<file path="config.mk">
export PLATFORM = sky130hd
export DESIGN_NAME = cabac_bin_sched
export DESIGN_NICKNAME = d
export VERILOG_FILES = /design/src/rtl/cabac_bin_sched.sv
export SDC_FILE = /design/constraint.sdc
export NUM_CORES = 1
export LEC_CHECK = 0
export CAP_MARGIN = 20
export CORE_ASPECT_RATIO = 0.5
export CORE_MARGIN = 3
export CORE_UTILIZATION = 60
export DETAILED_ROUTE_END_ITERATION = 8
export DONT_BUFFER_PORTS = 1
export GPL_ROUTABILITY_DRIVEN = 1
export GPL_TIMING_DRIVEN = 0
export PLACE_DENSITY = 0.73
export SLEW_MARGIN = 20
export SYNTH_ARGS = -nofsm -noshare
export SYNTH_HDL_FRONTEND = slang
export SYNTH_SLANG_ARGS = --single-unit
</file>
<file path="constraint.sdc">
create_clock -name clk -period 3.51 [get_ports clk]
set_input_delay 0.5265 -clock clk [delete_from_list [all_inputs] [get_ports clk]]
set_output_delay 0.5265 -clock clk [all_outputs]
set_load 0.02 [all_outputs]
</file>
<file path="src/rtl/cabac_bin_sched.sv">
// cabac_bin_sched: round-robin arbiter sharing one CABAC bin engine among NREQ syntax-element parsers,
// sequencing slice init, 2-cycle context decodes and 1-cycle bypass/terminate decodes.
module cabac_bin_sched #(
    parameter int NREQ = 4
) (
    input  logic              clk,
    input  logic              rst_n,
    input  logic              i_slice_start,
    input  logic              i_bs_rdy,
    input  logic [NREQ-1:0]   i_req,
    input  logic [2*NREQ-1:0] i_req_kind,
    input  logic [3*NREQ-1:0] i_req_cls,
    input  logic [6*NREQ-1:0] i_req_cm,
    input  logic              i_init_done,
    input  logic              i_valid,
    input  logic              i_bin_cu,
    input  logic              i_bin_sd,
    input  logic              i_bin_xy_pref,
    input  logic              i_bin_sig,
    input  logic              i_bin_gt1_etc,
    input  logic              i_bin_byp,
    input  logic              i_bin_term,
    output logic              o_en,
    output logic              o_init,
    output logic              o_dec_en_cu,
    output logic              o_dec_en_sd,
    output logic              o_dec_en_xy_pref,
    output logic              o_dec_en_sig,
    output logic              o_dec_en_gt1_etc,
    output logic [4:0]        o_cm_idx_cu,
    output logic [2:0]        o_cm_idx_sd,
    output logic [5:0]        o_cm_idx_xy_pref,
    output logic [5:0]        o_cm_idx_sig,
    output logic [5:0]        o_cm_idx_gt1_etc,
    output logic              o_byp_en,
    output logic              o_term_en,
    output logic [NREQ-1:0]   o_ack,
    output logic              o_bin,
    output logic              o_slice_end,
    output logic              o_busy,
    output logic              o_err
);
    localparam int PW = $clog2(NREQ);

    typedef enum logic [2:0] {IDLE, INIT, WAIT_INIT, READY, CTX0, CTX1, SGL} state_t;

    state_t          state, nxt;
    logic [PW-1:0]   ptr, gnt, g, idx;
    logic            gnt_vld, illegal, ctx_act, done_ctx, done_sgl, ctx_bin, sgl_bin;
    logic [1:0]      kind;
    logic [2:0]      cls;
    logic [5:0]      cm;
    logic [NREQ-1:0] req_m;
    logic [7:0]      ctx_bins;
    logic [1:0]      kinds [NREQ];
    logic [2:0]      clss  [NREQ];
    logic [5:0]      cms   [NREQ];

    for (genvar i = 0; i < NREQ; i++) begin : g_fields
        assign kinds[i] = i_req_kind[2*i +: 2];
        assign clss[i]  = i_req_cls[3*i +: 3];
        assign cms[i]   = i_req_cm[6*i +: 6];
    end

    // the requester being acked this cycle still holds i_req; mask it so it is not regranted
    assign req_m = i_req & ~o_ack;

    always_comb begin
        gnt_vld = 1'b0;
        gnt     = '0;
        idx     = '0;
        for (int k = NREQ - 1; k >= 0; k--) begin
            idx = PW'((int'(ptr) + k) % NREQ);
            if (req_m[idx]) begin
                gnt_vld = 1'b1;
                gnt     = idx;
            end
        end
    end

    assign illegal  = kinds[gnt] == 2'd3 || clss[gnt] > 3'd4;
    assign ctx_bins = {3'b000, i_bin_gt1_etc, i_bin_sig, i_bin_xy_pref, i_bin_sd, i_bin_cu};
    assign ctx_bin  = ctx_bins[cls];
    assign sgl_bin  = kind == 2'd2 ? i_bin_term : i_bin_byp;
    assign done_ctx = state == CTX1 && i_bs_rdy && i_valid;
    assign done_sgl = state == SGL && i_bs_rdy;

    always_ff @(posedge clk) begin
        if (!rst_n)
            state <= IDLE;
        else
            state <= nxt;
    end

    always_comb begin
        nxt = state;
        case (state)
            IDLE:      nxt = IDLE;
            INIT:      nxt = WAIT_INIT;
            WAIT_INIT: nxt = i_init_done ? READY : WAIT_INIT;
            READY:     nxt = !gnt_vld || illegal ? READY : kinds[gnt] == 2'd0 ? CTX0 : SGL;
            CTX0:      nxt = i_bs_rdy ? CTX1 : CTX0;
            CTX1:      nxt = done_ctx ? READY : CTX1;
            SGL:       nxt = !done_sgl ? SGL : kind == 2'd2 && i_bin_term ? IDLE : READY;
            default:   nxt = IDLE;
        endcase
        if (i_slice_start)
            nxt = INIT;
    end

    always_comb begin
        ctx_act          = state == CTX0 || state == CTX1;
        o_init           = state == INIT;
        o_busy           = state != READY;
        o_en             = i_bs_rdy && (ctx_act || state == SGL);
        o_dec_en_cu      = ctx_act && cls == 3'd0;
        o_dec_en_sd      = ctx_act && cls == 3'd1;
        o_dec_en_xy_pref = ctx_act && cls == 3'd2;
        o_dec_en_sig     = ctx_act && cls == 3'd3;
        o_dec_en_gt1_etc = ctx_act && cls == 3'd4;
        o_cm_idx_cu      = o_dec_en_cu ? cm[4:0] : '0;
        o_cm_idx_sd      = o_dec_en_sd ? cm[2:0] : '0;
        o_cm_idx_xy_pref = o_dec_en_xy_pref ? cm : '0;
        o_cm_idx_sig     = o_dec_en_sig ? cm : '0;
        o_cm_idx_gt1_etc = o_dec_en_gt1_etc ? cm : '0;
        o_byp_en         = state == SGL && kind == 2'd1;
        o_term_en        = state == SGL && kind == 2'd2;
    end

    always_ff @(posedge clk) begin
        if (!rst_n) begin
            ptr         <= '0;
            g           <= '0;
            kind        <= '0;
            cls         <= '0;
            cm          <= '0;
            o_ack       <= '0;
            o_bin       <= 1'b0;
            o_slice_end <= 1'b0;
            o_err       <= 1'b0;
        end else begin
            o_ack       <= '0;
            o_bin       <= 1'b0;
            o_slice_end <= 1'b0;
            if (!i_slice_start) begin
                if (state == READY && gnt_vld) begin
                    g    <= gnt;
                    kind <= kinds[gnt];
                    cls  <= clss[gnt];
                    cm   <= cms[gnt];
                    ptr  <= gnt == PW'(NREQ - 1) ? '0 : gnt + 1'b1;
                    if (illegal) begin
                        o_ack <= NREQ'(1) << gnt;
                        o_err <= 1'b1;
                    end
                end
                if (done_ctx) begin
                    o_ack <= NREQ'(1) << g;
                    o_bin <= ctx_bin;
                end
                if (done_sgl) begin
                    o_ack       <= NREQ'(1) << g;
                    o_bin       <= sgl_bin;
                    o_slice_end <= kind == 2'd2 && i_bin_term;
                end
            end
        end
    end
endmodule

</file>
==> impl_metrics.env <==
export IMPL_dpl_hpwl_um=4420
export IMPL_timing_rr_end="ptr[1]$_SDFFE_PN0P_"
export IMPL_hp_class="in2reg"
export IMPL_cts_tree="done"
export IMPL_r2r_slack_ps=1000
export IMPL_drc=0
export IMPL_clkTransAtPathRegs_ps=100
export IMPL_syn_nets=336
export IMPL_dp_slack_ps=738
export IMPL_worstSetupEndpointType="output port"
export IMPL_crit_fanout=10
export IMPL_dieArea_um2=4130
export IMPL_start_util=0.649
export IMPL_row_count=14
export IMPL_holdPathEnd="cm[1]$_SDFFE_PN0P_"
export IMPL_ios=104
export IMPL_synth_largest_area_cell="dfxtp_1"
export IMPL_via_per_inst=6.30
export IMPL_ys_seq_elements=25
export IMPL_h_tree_depth=1
export IMPL_drt_pass1_iter_count=4
export IMPL_r2r_start="o_ack[2]$_SDFF_PP0_"
export IMPL_synth_top_area_frac=0.249
export IMPL_leakage_nw=0.783
export IMPL_ant_nets=0
export IMPL_num_vias=1985
export IMPL_critPathKind="reg2out"
export IMPL_tns_ps=0
export IMPL_fin_crit_sh=0.845
export IMPL_cts_buffer_depth=2
export IMPL_cts_setup_buffers=0
export IMPL_syn_area_per_cell_um2=7.43
export IMPL_finClkSkew_ps=6.83
export IMPL_fin_total_pwr_mw=0.580
export IMPL_fp_dieW_um=87.9
export IMPL_grt_max_degree=16
export IMPL_final_setup_worst_slack_ps=543
export IMPL_grt_use_total=0.250
export IMPL_ys_types=44
export IMPL_maxCapViolCount=0
export IMPL_cts_buffers_inserted=3
export IMPL_cts_resized_gates=0
export IMPL_finalInstanceArea_um2=2120
export IMPL_diodes=0
export IMPL_grt_pass1_vias=1629
export IMPL_vdd_ir_drop_max_mv=0.177
export IMPL_rr_worst_depth=7
export IMPL_yosysWarnings=0
export IMPL_min_period_ps=2970
export IMPL_core_area_um2=3100
export IMPL_cpPeakStageDelay_ps=770
export IMPL_nNetsFinal=341
export IMPL_grt_overflow_total=0
export IMPL_placed_cell_area_um2=2060
export IMPL_gp_congestion=0.809
export IMPL_synthTopCellsByArea="dfxtp_1, nand2_1, and2_1, nand3_1, a21boi_0"
export IMPL_cts_sinks=25
export IMPL_routedWlPerCell_um=17.1
export IMPL_wirelength_um=5380
export IMPL_status="finished clean"
export IMPL_hp_start="rst_n"
export IMPL_start_kind="flop"
export IMPL_slowest_stage="nor3_1"
export IMPL_rsz0062_at_grt="no"
export IMPL_holdPathStages=1
export IMPL_drive_above_1_share=0.105
export IMPL_die_h_um=47.0
export IMPL_antenna_found_initial=0
export IMPL_synth_cells=271
export IMPL_cts_root_buf="clkbuf_8"
export IMPL_slew_headroom=0.300
export IMPL_grt_pass1_wl_um=7800
export IMPL_slew_viol_final=0
export IMPL_syn_to_final_growth_pct=5.16
export IMPL_cp_cell_sequence="clkbuf_1 > or3b_2 > nor3_1 > and2_1"
export IMPL_worst_pin_slew_ps=1040
export IMPL_syn_cell_area_um2=2010
export IMPL_setup_violations=0
export IMPL_cp_required_ps=2980
export IMPL_clock_latency_ps=270
export IMPL_first_iter_violations=114
export IMPL_fmax_mhz=337
export IMPL_holdBufCountCts=0
export IMPL_cp_arrival_ps=2440
export IMPL_placement_io_buffers=0
export IMPL_yosysSeqAreaShare=0.249
export IMPL_finalHoldViolations=0
export IMPL_power_density_nw_per_um2=274
[per-layer routing]
layer	wire length (um)	vias up	track usage
li1	-	958	-
met4	11	0	0.0367
met1	2400	931	0.361
met5	0	-	0
met3	553	2	0.0595
met2	2420	94	0.391
[synthesized netlist by cell type]
library cell and number:
a211oi_1 5, o211a_1 1, nor4_1 3, ha_1 4, a22oi_4 1, a22oi_2 1
o21ai_0 9, a21boi_0 12, nor3b_4 1, buf_2 4, mux4_2 1, nand2_1 61
nand3_1 20, nor2b_2 1, and2_1 27, o32ai_1 4, dfxtp_1 25, o22ai_1 1
nor2_1 6, nor3b_1 4, inv_1 12, o32ai_4 1, or3b_2 1, and3_1 2
nor3_1 6, a21oi_2 3, and4b_1 1, a221oi_1 5, a21boi_1 2, a2111oi_2 1
inv_4 1, a32oi_4 1, or3_1 4, clkbuf_1 6, nor2b_1 4, a21boi_2 1
a21oi_1 11, a41o_1 1, buf_6 2, a32oi_2 2, nand2b_1 9, nor2b_4 1
inv_6 1, nand3b_1 2
[per-stage QoR]
| stage | std cells | hold WS, ps | util |
|---|---|---|---|
| 6_report | 315 | 391 | 0.683 |
| 5_1_grt | 315 | 383 | 0.683 |
| 4_1_cts | 315 | 386 | 0.681 |
| 3_5_place_dp | 311 | 465 | 0.665 |
| 3_3_place_gp | 311 | 461 | 0.665 |
| 2_1_floorplan | 271 | 437 | - |
[report_power, final]
group	leakage, nW	internal, mW	switching, mW
combinational	0.559	0.0435	0.0712
clock	0.0217	0.0806	0.0999
sequential	0.201	0.285	0.000684
total	0.783	0.409	0.172
[cell families after synthesis]
logic type               after synthesis  share of synthesized area
multiplexers                           1                     0.0112
AND/OR/NAND/NOR                      153                      0.394
adder cells (fa/ha/maj)                4                     0.0249
AO/OA/AOI/OAI                         62                      0.259
buffers and inverters                 26                     0.0622
flip-flops                            25                      0.249
[state kept, by name (all words and copies together), names as in the netlist]
register     cells
cls              3
cm               6
g                2
kind             2
o_ack            4
o_bin            1
o_err            1
o_slice_end      1
ptr              2
state            3
[critical path, delay by kind of cell, from the launching register on]
| kind | cells | cell delay (ps) |
|---|---|---|
| simple gates | 3 | 1650 |
| flops | 1 | 330 |
| buf+inv | 1 | 180 |
[area by class of cell]
cell class / count / area (um^2)
tap: 40 / 50.0
inverter: 14 / 60.1
clock inverter: 1 / 7.51
sequential: 25 / 500
fill: 281 / 983
multi-input combinational: 220 / 1390
buffer: 12 / 65.1
clock buffer: 3 / 41.3
[how the worst max path moves through the flow]
stage	end	depth (start not counted)	from	slack, ps
floorplan	o_cm_idx_gt1_etc[0]	4	state[1]$_SDFF_PP0_	970
global placement	o_cm_idx_gt1_etc[0]	4	state[1]$_SDFF_PP0_	760
detailed placement	o_cm_idx_gt1_etc[1]	4	state[1]$_SDFF_PP0_	740
CTS	o_cm_idx_gt1_etc[1]	4	state[1]$_SDFF_PP0_	410
global route	o_cm_idx_cu[4]	4	state[1]$_SDFF_PP0_	440
finish	o_cm_idx_cu[0]	4	state[1]$_SDFF_PP0_	540
[placed cells by master (no fill, tap or decap), types with 5 or more instances in the layout]
master	synthesis	routed
nand2_1	61	61
nand2b_1	9	9
dfxtp_1	25	25
nor3_1	6	6
inv_1	12	12
clkbuf_1	6	6
a21boi_0	12	12
a221oi_1	5	5
a21oi_1	11	11
and2_1	27	27
a211oi_1	5	5
nand3_1	20	20
o21ai_0	9	9
nor2_1	6	6
Note: power is estimated with default switching activity, not from simulation.
